<file path="src/rtl/prescaled_mod_counter.sv">
// prescaled_mod_counter
//   Modulo-MODULO up/down counter advanced by a clock-enable prescaler.
//   It supports a synchronous load, a start/restart strobe, a one-cycle
//   terminal-count pulse and an optional one-shot mode that stops after one
//   full span.
//
// Parameters
//   WIDTH     counter width in bits
//   MODULO    count range 0..MODULO-1 (2 <= MODULO <= 2**WIDTH)
//   PRESCALE  enabled clock cycles per count tick (>= 1)
//   ONESHOT   0 = free-running wrap, 1 = stop after one full span
//
// Ports
//   clk         clock, rising edge
//   rst         asynchronous active-high reset
//   en_i        clock enable for prescaler and counter
//   dir_i       1 = count up, 0 = count down (sampled on every tick)
//   load_i      synchronous load strobe (value clamped to MODULO-1)
//   load_val_i  load value
//   start_i     (re)start strobe
//   count_o     current count, registered
//   tc_o        one-cycle terminal-count pulse, registered
//   busy_o      high while the FSM is in RUN
module prescaled_mod_counter #(
  parameter int WIDTH    = 6,
  parameter int MODULO   = 10,
  parameter int PRESCALE = 1,
  parameter int ONESHOT  = 0
) (
  input  logic             clk,
  input  logic             rst,
  input  logic             en_i,
  input  logic             dir_i,
  input  logic             load_i,
  input  logic [WIDTH-1:0] load_val_i,
  input  logic             start_i,
  output logic [WIDTH-1:0] count_o,
  output logic             tc_o,
  output logic             busy_o
);

  localparam int             PW      = (PRESCALE > 1) ? $clog2(PRESCALE) : 1;
  localparam logic [WIDTH-1:0] TOP   = WIDTH'(MODULO - 1);
  localparam logic [PW-1:0]  PRE_TOP = PW'(PRESCALE - 1);

  generate
    if (MODULO < 2 || longint'(MODULO) > (longint'(1) << WIDTH)) begin : g_bad_modulo
      $error("prescaled_mod_counter: MODULO must satisfy 2 <= MODULO <= 2**WIDTH");
    end
    if (PRESCALE < 1) begin : g_bad_prescale
      $error("prescaled_mod_counter: PRESCALE must be at least 1");
    end
  endgenerate

  typedef enum logic [1:0] {
    IDLE = 2'd0,
    RUN  = 2'd1,
    DONE = 2'd2
  } state_t;

  // A free-running counter comes out of reset already counting; a one-shot
  // waits for start_i.
  localparam state_t RST_STATE = (ONESHOT != 0) ? IDLE : RUN;

  state_t           state_q, state_d;
  logic [WIDTH-1:0] count_q, count_d;
  logic [PW-1:0]    pre_q,   pre_d;
  logic             tc_q,    tc_d;
  logic             tick;

  assign tick = en_i && (state_q == RUN) && (pre_q == PRE_TOP);

  always_comb begin
    state_d = state_q;
    count_d = count_q;
    pre_d   = pre_q;
    tc_d    = 1'b0;

    if (load_i) begin
      // Load wins over start and tick; a coincident start still enters RUN.
      count_d = (load_val_i > TOP) ? TOP : load_val_i;
      pre_d   = '0;
      if (start_i) begin
        state_d = RUN;
      end
    end else if (start_i) begin
      state_d = RUN;
      pre_d   = '0;
      count_d = dir_i ? '0 : TOP;
    end else if (en_i && (state_q == RUN)) begin
      if (tick) begin
        pre_d = '0;
        if (dir_i) begin
          if (count_q == TOP) begin
            tc_d = 1'b1;
            // One-shot holds the terminal value instead of wrapping.
            if (ONESHOT != 0) begin
              state_d = DONE;
            end else begin
              count_d = '0;
            end
          end else begin
            count_d = count_q + WIDTH'(1);
          end
        end else begin
          if (count_q == '0) begin
            tc_d = 1'b1;
            if (ONESHOT != 0) begin
              state_d = DONE;
            end else begin
              count_d = TOP;
            end
          end else begin
            count_d = count_q - WIDTH'(1);
          end
        end
      end else begin
        pre_d = pre_q + PW'(1);
      end
    end
  end

  always_ff @(posedge clk or posedge rst) begin
    if (rst) begin
      state_q <= RST_STATE;
      count_q <= '0;
      pre_q   <= '0;
      tc_q    <= 1'b0;
    end else begin
      state_q <= state_d;
      count_q <= count_d;
      pre_q   <= pre_d;
      tc_q    <= tc_d;
    end
  end

  assign count_o = count_q;
  assign tc_o    = tc_q;
  assign busy_o  = (state_q == RUN);

endmodule
</file>
<file path="config.mk">
export PLATFORM = sky130hd
export DESIGN_NAME = prescaled_mod_counter
export DESIGN_NICKNAME = d
export VERILOG_FILES = /design/src/rtl/prescaled_mod_counter.sv
export SDC_FILE = /design/constraint.sdc
export NUM_CORES = 1
export LEC_CHECK = 0
export BUFFER_PORTS_ARGS = -buffer_cell sky130_fd_sc_hd__buf_4
export CORE_MARGIN = 2
export CORE_UTILIZATION = 40
export DETAILED_ROUTE_END_ITERATION = 6
export PLACE_DENSITY = 0.7
export SLEW_MARGIN = 20
export SYNTH_ARGS = -nofsm -noshare
export SYNTH_HDL_FRONTEND = slang
export SYNTH_SLANG_ARGS = --single-unit
</file>
<file path="constraint.sdc">
create_clock -name clk -period 4.81 [get_ports clk]
set_input_delay 0.962 -clock clk [delete_from_list [all_inputs] [get_ports clk]]
set_output_delay 0.962 -clock clk [all_outputs]
set_load 0.02 [all_outputs]
</file>
== After elaboration in Yosys (flattened, before gate mapping) ==
Index checks and enable logic that the tools add are counted.

* Add/sub/neg operators: 3
* Magnitude comparators: 1
* Equal/unequal tests: 1
* Mux-type cells: 20
* Bitwise logic cells: 1
* Reduce and logical (&&, ||, !) cells: 5

{| class="wikitable"
|+ Operators by type and width
! operator !! number
|-
| 6-bit two-way mux || 8
|-
| 1-bit two-way mux || 11
|-
| 6-bit by 1-bit adder with 6-bit output (second input constant) || 1
|-
| 6-bit by 4-bit == test with 1-bit output (second input constant) || 1
|-
| 6-bit by 4-bit greater-than comparator with 1-bit output (second input constant) || 1
|-
| 6-bit logical NOT || 1
|-
| 3-bit nonzero test || 2
|-
| 6-bit by 1-bit subtractor with 6-bit output (second input constant) || 1
|-
| 4-bit two-way mux || 1
|-
| 2-bit AND reduction || 1
|-
| 1-bit adder (second input constant) || 1
|-
| 1-bit logical AND || 1
|-
| 1-bit NOT || 1
|}

* Bits in registers: 8
* Input port bits: 12
* Logic and storage cells: 34

== Depth between registers and ports, before layout ==
* Depth after elaboration: 7
* Gate-level depth with buffers: 6

== Worst setup path after synthesis ==
OpenSTA, ideal clock, no wires.

* Kind: in2reg
* From: in dir_i
* To: reg count_q[5], in the netlist count_o[5]
* Arrival: 1,973 ps
* Data required time: 4,690 ps
* Path slack: 2,717 ps
* Stages on the path: 4
* Buffers on the path: 0
* Path through: or4_4 > o32ai_4 > a21oi_1 > a41o_1

* Word-level cells in the longest chain between the ends: 5

{| class="wikitable"
|+ RTL lines
! item !! RTL line !! source
|-
| from (decl) || 33 || <nowiki>input logic dir_i,</nowiki>
|-
| 6-bit two-way mux || 93 || <nowiki>if (dir_i) begin</nowiki>
|-
| 6-bit two-way mux || 91 || <nowiki>if (tick) begin</nowiki>
|-
| 6-bit two-way mux || 90 || <nowiki>end else if (en_i && (state_q == RUN)) begin</nowiki>
|-
| 6-bit two-way mux || 86 || <nowiki>end else if (start_i) begin</nowiki>
|-
| 6-bit two-way mux || 79 || <nowiki>if (load_i) begin</nowiki>
|-
| to (signal assigned) || 131 || <nowiki>count_q <= count_d;</nowiki>
|-
| to (decl) || 66 || <nowiki>logic [WIDTH-1:0] count_q, count_d;</nowiki>
|}

Every way passes these cells. The select of a mux whose other input is x is not followed.
A chain may end at the register's enable or synchronous reset.

== Final worst setup path ==
Ends and elaborated chain as after synthesis.

==> results_dict.tcl <==
set metrics [dict create \
    regToRegStartpoint "count_o[1]$_DFFE_PP0P_" \
    cts_root_buf "clkbuf_4" \
    start_kind "input pin" \
    drt-total-wl_um 1670 \
    synth.ff_latch_count 8 \
    async_flop_share_pct 100 \
    seq_power_share_pct 42.5 \
    tns_ns 0 \
    cts_max_level 1 \
    path_class "input pin to flip-flop" \
    grt_pass1_wl_um 2880 \
    multiInputGateArea_um2 460 \
    area_growth_pct 21.4 \
    final.period_utilization_pct 42.1 \
    pin_count 20 \
    cp-end-kind "flip-flop" \
    yosysSeqAreaShare_pct 28.1 \
    hold_class "flip-flop to flip-flop" \
    synth_area_um2 712 \
    synth_edf_count 0 \
    drv_cap 0 \
    rr_worst_depth 6 \
    worstPathArrival_ns 2.17 \
    numCtsBuffers 3 \
    r2r-end "count_o[0]$_DFFE_PP0P_" \
    synth.distinct_cells 38 \
    wire_per_inst_um 13.4 \
    intPower_uw 124 \
    whs_path_depth 1 \
    utilization_pct 50.6 \
    final_common_cell "buf_4" \
    switching_share_pct 33.5 \
    min_from "pre_q$_DFFE_PP0P_" \
    rsz0062_at_grt "no" \
    portBuffers 18 \
    grt_max_degree 14 \
    r2r_slack_ns 2.83 \
    synth_nets 101 \
    p_leak_uw 0.000398 \
    diodes 0 \
    cts-hold-fix-buffers 0 \
    antenna_found_initial 0 \
    yosysWarnings 0 \
    die-area_um2 2130 \
    path_clk_slew_ns 0.06 \
    initial_core_util_pct 41.7 \
    via_per_inst 5.49 \
    cts_resized 0 \
    outcome "finished, final reports clean" \
    postCtsSetupRepairBufs 0 \
    cts_buffer_depth 2 \
    avgSynthCellArea_um2 8.38 \
    vias 686 \
    final-seq-area_um2 200 \
    p_clk_share_pct 28.5 \
    drt_first_pass_iters 4 \
    grt_pass1_vias 612 \
    min_to "pre_q$_DFFE_PP0P_" \
    insertion_delay_ns 0.26 \
    crit_required_ns 4.95 \
    grt_usage_pct 19.2 \
    n_fill_cell 172 \
    drive_above_1_share_pct 29.0 \
    overflow 0 \
    p_per_area_nw_per_um2 215 \
    final_nets 118 \
    crit_fanout 11 \
    setup_viol 0 \
    synth_ff_type "dfrtp_1" \
    fp-row-count 15 \
    drc 0 \
    period_needed_ns 2.03 \
    dieHeight_um 46.2 \
    maxSlewHeadroom_pct 55.6 \
    core_um2 1710 \
    comb_power_share_pct 29.0 \
    synthCells 85 \
    timing.fmax_mhz 493 \
    dpl.hpwl_um 1280 \
    clock_skew_ns 0.00538 \
    place.gp.congestion 0.866 \
    tightest_slew_ns 0.656 \
    cts.sinks 8 \
    finalHoldViolCount 0 \
    p_switching_uw 62.3 \
    final_cell_mix "buf_4 (18), nand2_1 (10), dfrtp_1 (8)" \
    drtAntennaViolNets 0 \
    ir_drop_uv 173 \
    die_width_um 46.2 \
    tritoncts "done" \
    drt-initial-drc-count 9 \
    finalMaxSlewViolations 0 \
]
-- synth_stat cells, types with 2 or more instances --
| cell type | number | area (µm²) |
|---|---|---|
| nor3_1 | 3 | 15.0 |
| nor2_1 | 4 | 15.0 |
| o211ai_1 | 2 | 15.0 |
| nand2_1 | 10 | 37.5 |
| dfrtp_1 | 8 | 200 |
| clkbuf_1 | 2 | 7.51 |
| a31oi_1 | 2 | 12.5 |
| a21oi_1 | 5 | 25.0 |
| nor4b_1 | 2 | 17.5 |
| nand4_1 | 2 | 12.5 |
| buf_2 | 2 | 10.0 |
| nand3_1 | 5 | 25.0 |
| ha_1 | 4 | 50.1 |
| inv_1 | 4 | 15.0 |
| o21ai_0 | 7 | 35.0 |
-- how the worst max path moves through the flow --
| stage | from | to | slack (ns) | depth (start not counted) |
|---|---|---|---|---|
| after floorplan | dir_i | count_o[5]$_DFFE_PP0P_ | 2.72 | 4 |
| after global routing | count_o[0]$_DFFE_PP0P_ | count_o[0]$_DFFE_PP0P_ | 2.65 | 5 |
| final | dir_i | count_o[5]$_DFFE_PP0P_ | 2.78 | 5 |
| after CTS | count_o[0]$_DFFE_PP0P_ | count_o[0] | 2.78 | 1 |
| after global placement | dir_i | count_o[5]$_DFFE_PP0P_ | 2.55 | 5 |
| after detailed placement | dir_i | count_o[5]$_DFFE_PP0P_ | 2.51 | 5 |
-- kinds of logic after synthesis --
kind of cell,count (synthesis),synth area share (%)
AOI/OAI and AO/OA,25,26.5
adders and majority gates,4,7.03
muxes,1,1.58
buffers and inverters,10,7.21
and+or+nand+nor,36,29.0
DFF,8,28.1
other,1,0.527
-- final cells by class --
class / instances / area share [%]
Multi-Input combinational cell: 67 / 53.3
Sequential cell: 8 / 23.2
Timing Repair Buffer: 18 / 15.6
Tap cell: 25 / 3.62
Clock buffer: 3 / 2.60
Inverter: 4 / 1.74
-- critical path, cell delays in order --
cell,delay [ns]
buf_4,0.15
or4_4,0.54
o32ai_4,0.23
a21oi_1,0.10
a41o_1,0.20
-- stage by stage --
step	instances	cell area (µm²)	worst slack, ns	total power [µW]	hold slack [ns]
6_report	125	865	2.78	186	0.559
5_1_grt	125	865	2.65	201	0.589
4_1_cts	125	865	2.78	188	0.565
3_5_place_dp	122	842	2.51	135	0.557
3_3_place_gp	122	842	2.55	134	0.537
2_1_floorplan	85	712	2.72	116	0.526
-- power groups by stage --
stage	Sequential (µW)	Combinational [µW]	Clock, µW
after floorplan	79.6	36.6	0
after global routing	80.1	60.7	60.6
after global placement	80.2	53.9	0
final	79.1	54.0	53.1
after detailed placement	80.4	54.1	0
after CTS	79.1	54.3	55.1
-- registers in the layout, summed over array words and instances (netlist names) --
signal and cells:
count_o 6, pre_q 1, tc_o 1
-- per-layer routing --
metal,global-route usage (%),vias to the layer above,wire length (µm),part of all wire (%)
li1,-,349,-,-
met1,25.4,316,770,46
met2,30.0,18,806,48
met3,5.88,3,89,5.3
met4,5.14,0,8,0.48
met5,0,-,0,0
Power figures use the tool's default switching activity.
